--- config.mk ---
export PLATFORM = sky130hd
export DESIGN_NAME = hazard_stall_ctrl
export DESIGN_NICKNAME = d
export VERILOG_FILES = /design/src/rtl/hazard_stall_ctrl.sv
export SDC_FILE = /design/constraint.sdc
export NUM_CORES = 1
export LEC_CHECK = 0
export BUFFER_PORTS_ARGS = -buffer_cell sky130_fd_sc_hd__buf_4
export CORE_MARGIN = 2
export CORE_UTILIZATION = 28
export DETAILED_ROUTE_END_ITERATION = 10
export GPL_TIMING_DRIVEN = 1
export PLACE_DENSITY = 0.64
export SLEW_MARGIN = 20
export SYNTH_ARGS = -nofsm -noshare
export SYNTH_HDL_FRONTEND = slang
export SYNTH_SLANG_ARGS = --single-unit
--- constraint.sdc ---
create_clock -name clk -period 2.35 [get_ports clk]
set_input_delay 0.235 -clock clk [delete_from_list [all_inputs] [get_ports clk]]
set_output_delay 0.235 -clock clk [all_outputs]
set_load 0.01 [all_outputs]
--- src/rtl/hazard_stall_ctrl.sv ---
// hazard_stall_ctrl: stall/flush controller for the 5-stage MIPS pipeline.
// Covers the hazards the EX forwarding unit cannot resolve:
//   - load-use on the ID instruction;
//   - ID HI/LO reads or a new mult/div while the multi-cycle unit is busy.
// It also flushes IF/ID for taken branches and jumps that are resolved in ID.
// Optional: define HAZARD_STALL_STATS_EN to add the stall_cycles and
// flush_cycles saturating event counters.
module hazard_stall_ctrl #(
    parameter int MUL_LAT = 4,
    parameter int DIV_LAT = 32,
    parameter int CNT_W   = 6
) (
    input  logic       clk,
    input  logic       rst,
    input  logic [4:0] rs_IF_ID,
    input  logic [4:0] rt_IF_ID,
    input  logic       ID_uses_rs,
    input  logic       ID_uses_rt,
    input  logic       ID_md_read,
    input  logic       ID_md_op,
    input  logic [4:0] rt_ID_EX_r,
    input  logic       EX_ctrl_MemRd,
    input  logic       EX_md_start,
    input  logic       EX_md_div,
    input  logic       ID_branch_taken,
    input  logic       ID_jump,
    output logic       PC_wr_en,
    output logic       IF_ID_wr_en,
    output logic       IF_ID_flush,
    output logic       ID_EX_flush,
    output logic       md_busy
`ifdef HAZARD_STALL_STATS_EN
    ,
    output logic [31:0] stall_cycles,
    output logic [31:0] flush_cycles
`endif
);

    typedef enum logic {RUN, MD_BUSY} state_t;

    // The start cycle is already busy, so the counter holds the remaining LAT-1 cycles.
    localparam logic [CNT_W-1:0] MulLoad = CNT_W'(MUL_LAT - 1);
    localparam logic [CNT_W-1:0] DivLoad = CNT_W'(DIV_LAT - 1);
    localparam logic [CNT_W-1:0] CntOne  = CNT_W'(1);

    state_t           stateQ, stateD;
    logic [CNT_W-1:0] cntQ, cntD;
    logic             loadHz, mdHz, stall, mdBusyRaw, lastBusy, flushRaw;

    // State and busy-counter register. On reset the pending HI/LO result is dropped.
    always_ff @(posedge clk or negedge rst) begin
        if (!rst) begin
            stateQ <= RUN;
            cntQ   <= '0;
        end else begin
            stateQ <= stateD;
            cntQ   <= cntD;
        end
    end

    // Next-state logic and the combinational hazard/stall outputs.
    always_comb begin
        stateD      = stateQ;
        cntD        = cntQ;
        PC_wr_en    = 1'b1;
        IF_ID_wr_en = 1'b1;
        IF_ID_flush = 1'b0;
        ID_EX_flush = 1'b0;
        md_busy     = 1'b0;

        case (stateQ)
            RUN: begin
                if (EX_md_start) begin
                    stateD = MD_BUSY;
                    cntD   = EX_md_div ? DivLoad : MulLoad;
                end
            end
            MD_BUSY: begin
                // A start here is impossible because ID is stalled. It is ignored and does not reload.
                if (cntQ <= CntOne) begin
                    stateD = RUN;
                    cntD   = '0;
                end else begin
                    cntD = cntQ - CntOne;
                end
            end
            default: begin
                stateD = RUN;
                cntD   = '0;
            end
        endcase

        mdBusyRaw = (stateQ == MD_BUSY) || EX_md_start;
        // On the final busy cycle the result is ready at the next edge, so no stall is needed.
        lastBusy  = (stateQ == MD_BUSY) && (cntQ == CntOne);
        loadHz    = EX_ctrl_MemRd && (rt_ID_EX_r != 5'd0) &&
                    ((ID_uses_rs && (rs_IF_ID == rt_ID_EX_r)) ||
                     (ID_uses_rt && (rt_IF_ID == rt_ID_EX_r)));
        mdHz      = mdBusyRaw && (ID_md_read || ID_md_op) && !lastBusy;
        stall     = loadHz || mdHz;
        // The branch decision is not valid while stalled; it is re-evaluated on release.
        flushRaw  = (ID_branch_taken || ID_jump) && !stall;

        if (!rst) begin
            PC_wr_en    = 1'b0;
            IF_ID_wr_en = 1'b0;
            IF_ID_flush = 1'b1;
            ID_EX_flush = 1'b1;
            md_busy     = 1'b0;
        end else begin
            PC_wr_en    = !stall;
            IF_ID_wr_en = !stall;
            IF_ID_flush = flushRaw;
            ID_EX_flush = stall;
            md_busy     = mdBusyRaw;
        end
    end

`ifdef HAZARD_STALL_STATS_EN
    // Saturating event counters. Only reset clears them.
    always_ff @(posedge clk or negedge rst) begin
        if (!rst) begin
            stall_cycles <= '0;
            flush_cycles <= '0;
        end else begin
            if (stall && (stall_cycles != 32'hFFFF_FFFF))
                stall_cycles <= stall_cycles + 32'd1;
            if (flushRaw && (flush_cycles != 32'hFFFF_FFFF))
                flush_cycles <= flush_cycles + 32'd1;
        end
    end
`endif

endmodule

-- Word-level counts from Yosys, hierarchy flattened
Index checks and enable logic that the tools add are counted.
- muxes and demuxes: 11
- bitwise operators: 1
- add/subtract/negate cells: 1
- reductions and logical operators: 16
- $lt $le $gt $ge: 1
- equality and inequality tests: 4
- operator list (kind ; count):
    6-bit 2-to-1 mux ; 2
    6-bit case mux with 2 select lines ; 1
    5-bit == test ; 2
    1-bit logical AND ; 8
    6-bit by 1-bit == test with 1-bit output, second input constant ; 1
    6-bit by 1-bit less-or-equal comparator with 1-bit output, second input constant ; 1
    1-bit 2-to-1 mux ; 6
    6-bit by 1-bit subtractor with 6-bit output, second input constant ; 1
    1-bit logical OR ; 5
    5-bit 2-to-1 mux ; 1
    5-bit nonzero test ; 1
    1-bit zero test ; 2
    2-bit inequality test, second input constant ; 1
    1-bit case mux with 2 select lines ; 1
    1-bit NOT ; 1
- word-level logic and storage cells: 36
- flip-flop bits (word level): 7
- output and inout bits: 5

-- Logic depth before layout (Yosys ltp)
Gate-level depths: netlist (run 1).
- depth after elaboration: 8
- mapped depth: 6

-- Worst setup path before layout (run 1)
Ideal clock, no wire load.
- path type: register to output
- start point: register cntQ[4]
- end point: output PC_wr_en
- path buffers: 1
- setup slack: 678 ps
- data required time: 2115 ps
- arrival: 1437 ps
- cell stages (with the launch flop): 6
- cells stage by stage: dfrtp_1 nor4_2 a311oi_1 nor2b_1 a21boi_1 buf_4
- cells in the longest elaborated chain, start to end: 7
- ends and longest elaborated chain (what ; RTL line ; RTL):
    start, declared ; 47 ; logic [CNT_W-1:0] cntQ, cntD;
    start signal, assigned ; 57 ; cntQ <= cntD;
    6-bit by 1-bit == test with 1-bit output ; 95 ; lastBusy = (stateQ == MD_BUSY) && (cntQ == CntOne);
    1-bit logical AND ; 95 ;
    1-bit zero test ; 99 ; mdHz = mdBusyRaw && (ID_md_read || ID_md_op) && !lastBusy;
    1-bit logical AND ; 99 ;
    1-bit logical OR ; 100 ; stall = loadHz || mdHz;
    1-bit zero test ; n/a ;
    1-bit 2-to-1 mux ; n/a ;
    end, declared ; 27 ; output logic PC_wr_en,
No other way between the ends.

-- Final worst setup path (run 1)
- start point: register cntQ[4]
- end point: output PC_wr_en
- cells in the longest elaborated chain, start to end: 7
- ends and longest elaborated chain (what ; RTL line ; RTL):
    6-bit by 1-bit == test with 1-bit output ; 95 ;
    1-bit logical AND ; 95 ;
    1-bit zero test ; 99 ;
    1-bit logical AND ; 99 ;
    1-bit logical OR ; 100 ;
    1-bit zero test ; 111 ; PC_wr_en = !stall;
    1-bit 2-to-1 mux ; 104 ; if (!rst) begin
No other way between the ends.

==> results of run 1 <==
## cell usage in the layout, fill, tap and decap left out, drive strengths merged
| cell | netlist | final |
|---|---|---|
| a21bo | 1 | 1 |
| nand4 | 2 | 2 |
| nand2b | 1 | 1 |
| o21a | 1 | 1 |
| a311oi | 1 | 1 |
| a31oi | 2 | 2 |
| a21o | 1 | 1 |
| xor2 | 1 | 1 |
| o22ai | 5 | 5 |
| nor3b | 3 | 3 |
| buf | 2 | 30 |
| dlygate4sd3 | 0 | 1 |
| clkbuf | 1 | 4 |
| dfrtp | 7 | 7 |
| nor4 | 1 | 1 |
| o21ai | 2 | 2 |
| nor2 | 4 | 4 |
| nor2b | 2 | 2 |
| a21boi | 1 | 1 |
| o311ai | 1 | 1 |
| nand2 | 3 | 3 |
| nand3b | 1 | 1 |
| nor3 | 1 | 1 |
| xnor2 | 12 | 12 |
| inv | 4 | 4 |
| a21oi | 1 | 1 |
| mux2i | 2 | 2 |
| or3 | 1 | 1 |
| or4 | 1 | 1 |
| ha | 2 | 2 |
## power by group through the flow
| stage | registers, mW | clock network (mW) | logic, mW |
|---|---|---|---|
| 2_1_floorplan | 0.230 | 0 | 0.252 |
| 3_3_place_gp | 0.254 | 0 | 0.330 |
| 3_5_place_dp | 0.254 | 0 | 0.342 |
| 4_1_cts | 0.255 | 0.122 | 0.344 |
| 5_1_grt | 0.265 | 0.130 | 0.388 |
| 6_report | 0.256 | 0.116 | 0.338 |
## flip-flops by register name, indices dropped and copies added, names as in the netlist
name / flops
cntQ: 6
stateQ: 1
## final cells by class
type | instances | area [µm²]
flip-flops and latches | 7 | 175
well taps | 27 | 33.8
multi-input cells | 53 | 393
repair buffers | 31 | 235
inverters | 4 | 15.0
fillers | 200 | 1100
clock buffers | 4 | 26.3
## tightest hold or removal path, delay by kind of cell
family                 cells  cell delay [ns]
and+or+nand+nor            1             0.07
AOI/OAI and AO/OA          1             0.11
buffers and inverters      1             0.09
## worst min path at each step
stage	startpoint	end	cells past startpoint
after floorplan	rst	cntQ[0]	0
after global placement	rst	cntQ[2]	1
after detailed placement	rst	cntQ[0]	1
after CTS	EX_md_div	cntQ[2]	3
after global routing	EX_md_div	cntQ[3]	3
final	EX_md_div	cntQ[2]	3
## per-layer routing
| metal | share of wire [%] | vias to the layer above |
|---|---|---|
| li1 | - | 301 |
| met1 | 43 | 255 |
| met2 | 45 | 38 |
| met3 | 12 | 2 |
| met4 | 0.84 | 0 |
| met5 | 0 | - |
## logic make-up after synthesis
group	Yosys count	share of synthesized area, %
simple gates	20	19.8
compound gates	16	19.2
xor+xnor	13	19.0
buf+inv	7	5.22
flops	7	29.2
mux	2	3.34
fa+ha+maj	2	4.17
==> results by group, run 1 <==
Run status
  • Outcome: finished, final reports clean

Clock network
  • H-tree Lvls: 1
  • Clock root cell: clkbuf_4
  • CTS tree: yes
  • Clk pin slew, worst setup/hold paths: 0.06 ns
  • Hold-fix buffers, CTS: 1
  • Post-CTS setup buffer count: 0
  • Clock sinks: 7
  • CTS max path bufs: 2
  • Post-CTS resize count: 0
  • Cts bufs inserted: 3
  • Worst-Skew Late Latency: 0.26 ns

Yosys
  • Synth Warn #: 0
  • Ys async rst share: 100%
  • Top-area cell type share of the netlist area: 29.2%
  • Post-synthesis sequential area ratio: 29.2%
  • Cell variety after synth: 31
  • Post-synth net total: 95
  • Most frequent cell after synthesis: xnor2_1
  • Area of the mapped netlist: 599 µm²
  • Syn Area/Cell: 8.95 µm²
  • Dominant synthesized flop cell: dfrtp_1
  • Post-synth EDFFs: 0
  • Mapped Cells: 67
  • Area leader, netlist: dfrtp_1
  • Synth area leaders: dfrtp_1 (29%), xnor2_1 (18%), o22ai_1 (5.2%)
  • Yosys reg bits: 7
  • Post-synth top cells: xnor2_1 (12), dfrtp_1 (7), o22ai_1 (5)

Layout
  • Antenna cells: 0
  • Layout cells sized above 1: 35.4%
  • Fin util: between 40% and 50%
  • Area growth syn-to-layout: 46.6%
  • Fin area: 878 µm²
  • Fin nets: 128
  • Layout Cells excl Fill: 126

STA
  • Fin crit share: a little over 80%
  • Max Slew Vio Count: 0
  • Final TNS setup: 0 ns
  • Max Freq: 0.517 GHz
  • Final Hold Fails: 0
  • WHS: 0.304 ns
  • Final setup vio count: 0
  • Worst-Margin Slew: 0.348 ns
  • Slew headroom: between 70% and 80%
  • RSZ-0062 raised after global routing: no
  • Clock skew: 0.00456 ns
  • Crit path time final: 1.93 ns
  • Final worst setup slack: 0.417 ns

Global routing
  • Grt ovf: 0
  • Met1 GRT Util: 15.2%
  • Vias in the first global route: 604
  • Initial antenna violation count: 0
  • Met3 Resource Use GR: around 6%
  • Gr usage total: 13.1%
  • First-pass GRT wire length: 2520 µm
  • Largest net degree at the start of global routing: 13
  • M2 GR Usage: 20.8%
  • Gr busiest metal: met2

Pwr
  • Worst vdd rail ir drop: 0.366 mV
  • Sw Ratio: 39.5%
  • Logic pwr share: 47.6%
  • Total power: 709 µW
  • NetSw: ~280 µW
  • Clock power share: 16.3%
  • Internal power: 429 µW
  • Power per cell area: 808 nW/µm²
  • Leak: between 0.3 and 0.4 nW
  • Sequential power share: a little over a third

Worst setup path
  • CP Depth: 5
  • Cell chain of the critical path: nor4_2 > a311oi_1 > nor2b_1 > a21boi_1 > buf_4
  • Delay-heaviest family, CP: simple AND/OR/NAND/NOR gates
  • WS Path Type: reg2out
  • Reg2Reg Launch Point: cntQ[0]
  • Worst setup startpoint: cntQ[4]
  • Crit path required time: between 2 and 2.5 ns
  • Reg2Reg Setup Slack: between 0.7 and 0.8 ns
  • Startpoint types: flop
  • R2R depth: 5
  • WP buf/inv: 1
  • Slowest cell delay on critical path: 0.42 ns
  • Worst-path fanout max: 4
  • Slowest cell on the critical path: dfrtp_1
  • WP data arrival: between 1.5 and 2 ns
  • Worst Setup EP: PC_wr_en
  • Nature of the critical path endpoint: output pin
  • R2R Path End: cntQ[2]

Route
  • Drt via density: 4.73
  • Antenna-violating nets left: 0
  • DRC viols: 0
  • WL final: 1440 µm
  • 1st-pass router iterations: 4
  • Via count: 596
  • 1st-iter DRT viols: 6
  • Routed length per instance: 11.4 µm

Flow run
  • Max-Cap Viols: 0

Placed design
  • Inst Count DP: 121
  • Place WS: 0.681 ns
  • Dpl hpwl: 1170 µm
  • Area after DPL: 842 µm²
  • I/O Buffers: 30
  • Placer Congestion: 0.753

Die
  • IO Pins: 31
  • Initial core utilization: 30.2%
  • Die area: 2530 µm²
  • Die width: 50.3 µm
  • Num rows: 16
  • Core region area: a little under 2000 µm²
  • Die height: ~50 µm

Worst hold path
  • Hold Crit Class: in2reg
No activity file was read; power rests on OpenSTA's default activity.
==> inputs of run 2 (changes only) <==
==> constraint.sdc (replaced) <==
create_clock -name clk -period 2 [get_ports clk]
set_input_delay 0.2 -clock clk [delete_from_list [all_inputs] [get_ports clk]]
set_output_delay 0.2 -clock clk [all_outputs]
set_load 0.01 [all_outputs]
==> results by group, run 2 (synthesis gave the netlist of run 1 again) <==
STA
  • Max Slew Vio Count: 0
  • Fin crit share: a little over nine tenths
  • Worst-Margin Slew: 0.345 ns
  • Final Hold Fails: 0
  • Crit path time final: ~1.9 ns
  • Final TNS setup: 0 ns
  • Slew headroom: 77.0%
  • RSZ-0062 raised after global routing: yes
  • Max Freq: 0.530 GHz
  • Clock skew: roughly 0.0052 ns
  • Final setup vio count: 0

Die
  • IO Pins: 31
  • Die height: approximately 50 µm
  • Initial core utilization: 30.2%
  • Num rows: 16
  • Die width: 50.3 µm
  • Die area: 2530 µm²
  • Core region area: 1980 µm²

Worst setup path
  • Cell chain of the critical path: nor4_4 > a311oi_2 > nor2b_1 > a21bo_1 > buf_4
  • Nature of the critical path endpoint: output pin
  • Crit path required time: 1.80 ns
  • Startpoint types: flop
  • Slowest cell delay on critical path: 0.44 ns
  • WS Path Type: reg2out
  • WP data arrival: 1.69 ns
  • Slowest cell on the critical path: dfrtp_2
  • Worst-path fanout max: 4

Clock network
  • Clk pin slew, worst setup/hold paths: around 0.050 ns
  • CTS max path bufs: 2
  • H-tree Lvls: 1
  • CTS tree: yes
  • Clock sinks: 7
  • Worst-Skew Late Latency: 0.26 ns
  • Clock root cell: clkbuf_4
  • Cts bufs inserted: 3

Layout
  • Layout cells sized above 1: 39.6%
  • Largest register FFs: 6
  • Largest register by flop count: cntQ
  • Layout Cells excl Fill: 128
  • Largest regs: cntQ x6, stateQ x1
  • Fin nets: 130
  • Most common cell after layout, fill and taps aside: buf_4
  • Register area: 176 µm²
  • Antenna cells: 0
  • Most frequent cells in the layout: buf_4 (32), xnor2_1 (12), dfrtp_1 (6)
  • Area of the multi-input gates: 412 µm²
  • # fillers: 204
  • Area growth syn-to-layout: 52.4%

Placed design
  • Placer Congestion: 0.747
  • Inst Count DP: about 120
  • Dpl hpwl: 1210 µm
  • I/O Buffers: 30

Route
  • 1st-pass router iterations: 4
  • Antenna-violating nets left: 0
  • Drt via density: 4.88
  • Routed length per instance: around 11 µm
  • DRC viols: 0
  • WL final: roughly 1500 µm
  • 1st-iter DRT viols: 16
  • Via count: roughly 620

Global routing
  • Gr usage total: 13.2%
  • Vias in the first global route: about 630
  • Grt ovf: 0
  • Initial antenna violation count: 0
  • Largest net degree at the start of global routing: 13
  • First-pass GRT wire length: 2630 µm

Run status
  • Outcome: finished, final reports clean

Pwr
  • Worst vdd rail ir drop: about 0.41 mV
  • Power per cell area: ~970 nW/µm²
  • Total power: between 800 and 900 µW
  • Leak: 0.398 nW

Worst hold path
  • Hold Crit Class: in2reg

Flow run
  • Max-Cap Viols: 0
[run 2: final cells by class]
| cell class | instances | share of cell area [%] |
|---|---|---|
| Tap cell | 27 | 3.70 |
| Inverter | 4 | 1.64 |
| Multi-Input combinational cell | 53 | 45.1 |
| Timing Repair Buffer | 33 | 27.4 |
| Sequential cell | 7 | 19.3 |
| Clock buffer | 4 | 2.88 |
[run 2: worst max-delay path, delay by kind of cell (launching register included)]
| family | cells | cell delay, ns |
|---|---|---|
| compound gates | 2 | 0.36 |
| buf+inv | 1 | 0.13 |
| simple gates | 2 | 0.49 |
| flops | 1 | 0.44 |
[run 2: worst paths after layout]
check	slack, ns	endpoint	cells past startpoint	from
max reg2reg	0.47	cntQ[2]	5	cntQ[0]
max in group asynchronous	1.54	cntQ[3]	2	rst
min	0.24	cntQ[2]	3	EX_md_div
min reg2reg	0.57	cntQ[0]	1	cntQ[0]
max	0.11	ID_EX_flush	5	cntQ[3]
min in group asynchronous	0.30	cntQ[0]	2	rst
[run 2: stage by stage]
| step | setup slack, ns | instance area (µm²) | hold slack, ns | util, % |
|---|---|---|---|---|
| after floorplan | 0.363 | 599 | -0.0956 | - |
| after global placement | 0.406 | 850 | 0.0408 | 42.9 |
| after global routing | -0.0233 | 913 | 0.280 | 46.1 |
| final | 0.113 | 913 | 0.243 | 46.1 |
| after detailed placement | 0.354 | 850 | 0.0377 | 42.9 |
| after CTS | 0.0545 | 886 | 0.233 | 44.7 |
[run 2: where the power goes]
part           switching, mW  internal, mW  leakage, nW
clock network         0.0545        0.0763       0.0150
registers             0.0942         0.212       0.0822
logic                  0.201         0.249        0.300
[run 2: metal layers]
metal,wire [µm],share of wire (%),up-vias,global-route usage (%)
met5,0,0,-,0
met4,0,0,0,1.39
met3,154,11,0,5.06
met2,695,48,37,22.1
met1,607,42,281,16.4
li1,-,-,306,-
[run 2: repair_timing]
item / 4_1_cts / 5_1_grt
buffers inserted: 0 / 1
endpoints found under the hold margin: 7 / 0
hold buffers: 1 / 0
endpoints found under the setup margin: 0 / 3
gates resized for setup: 0 / 4
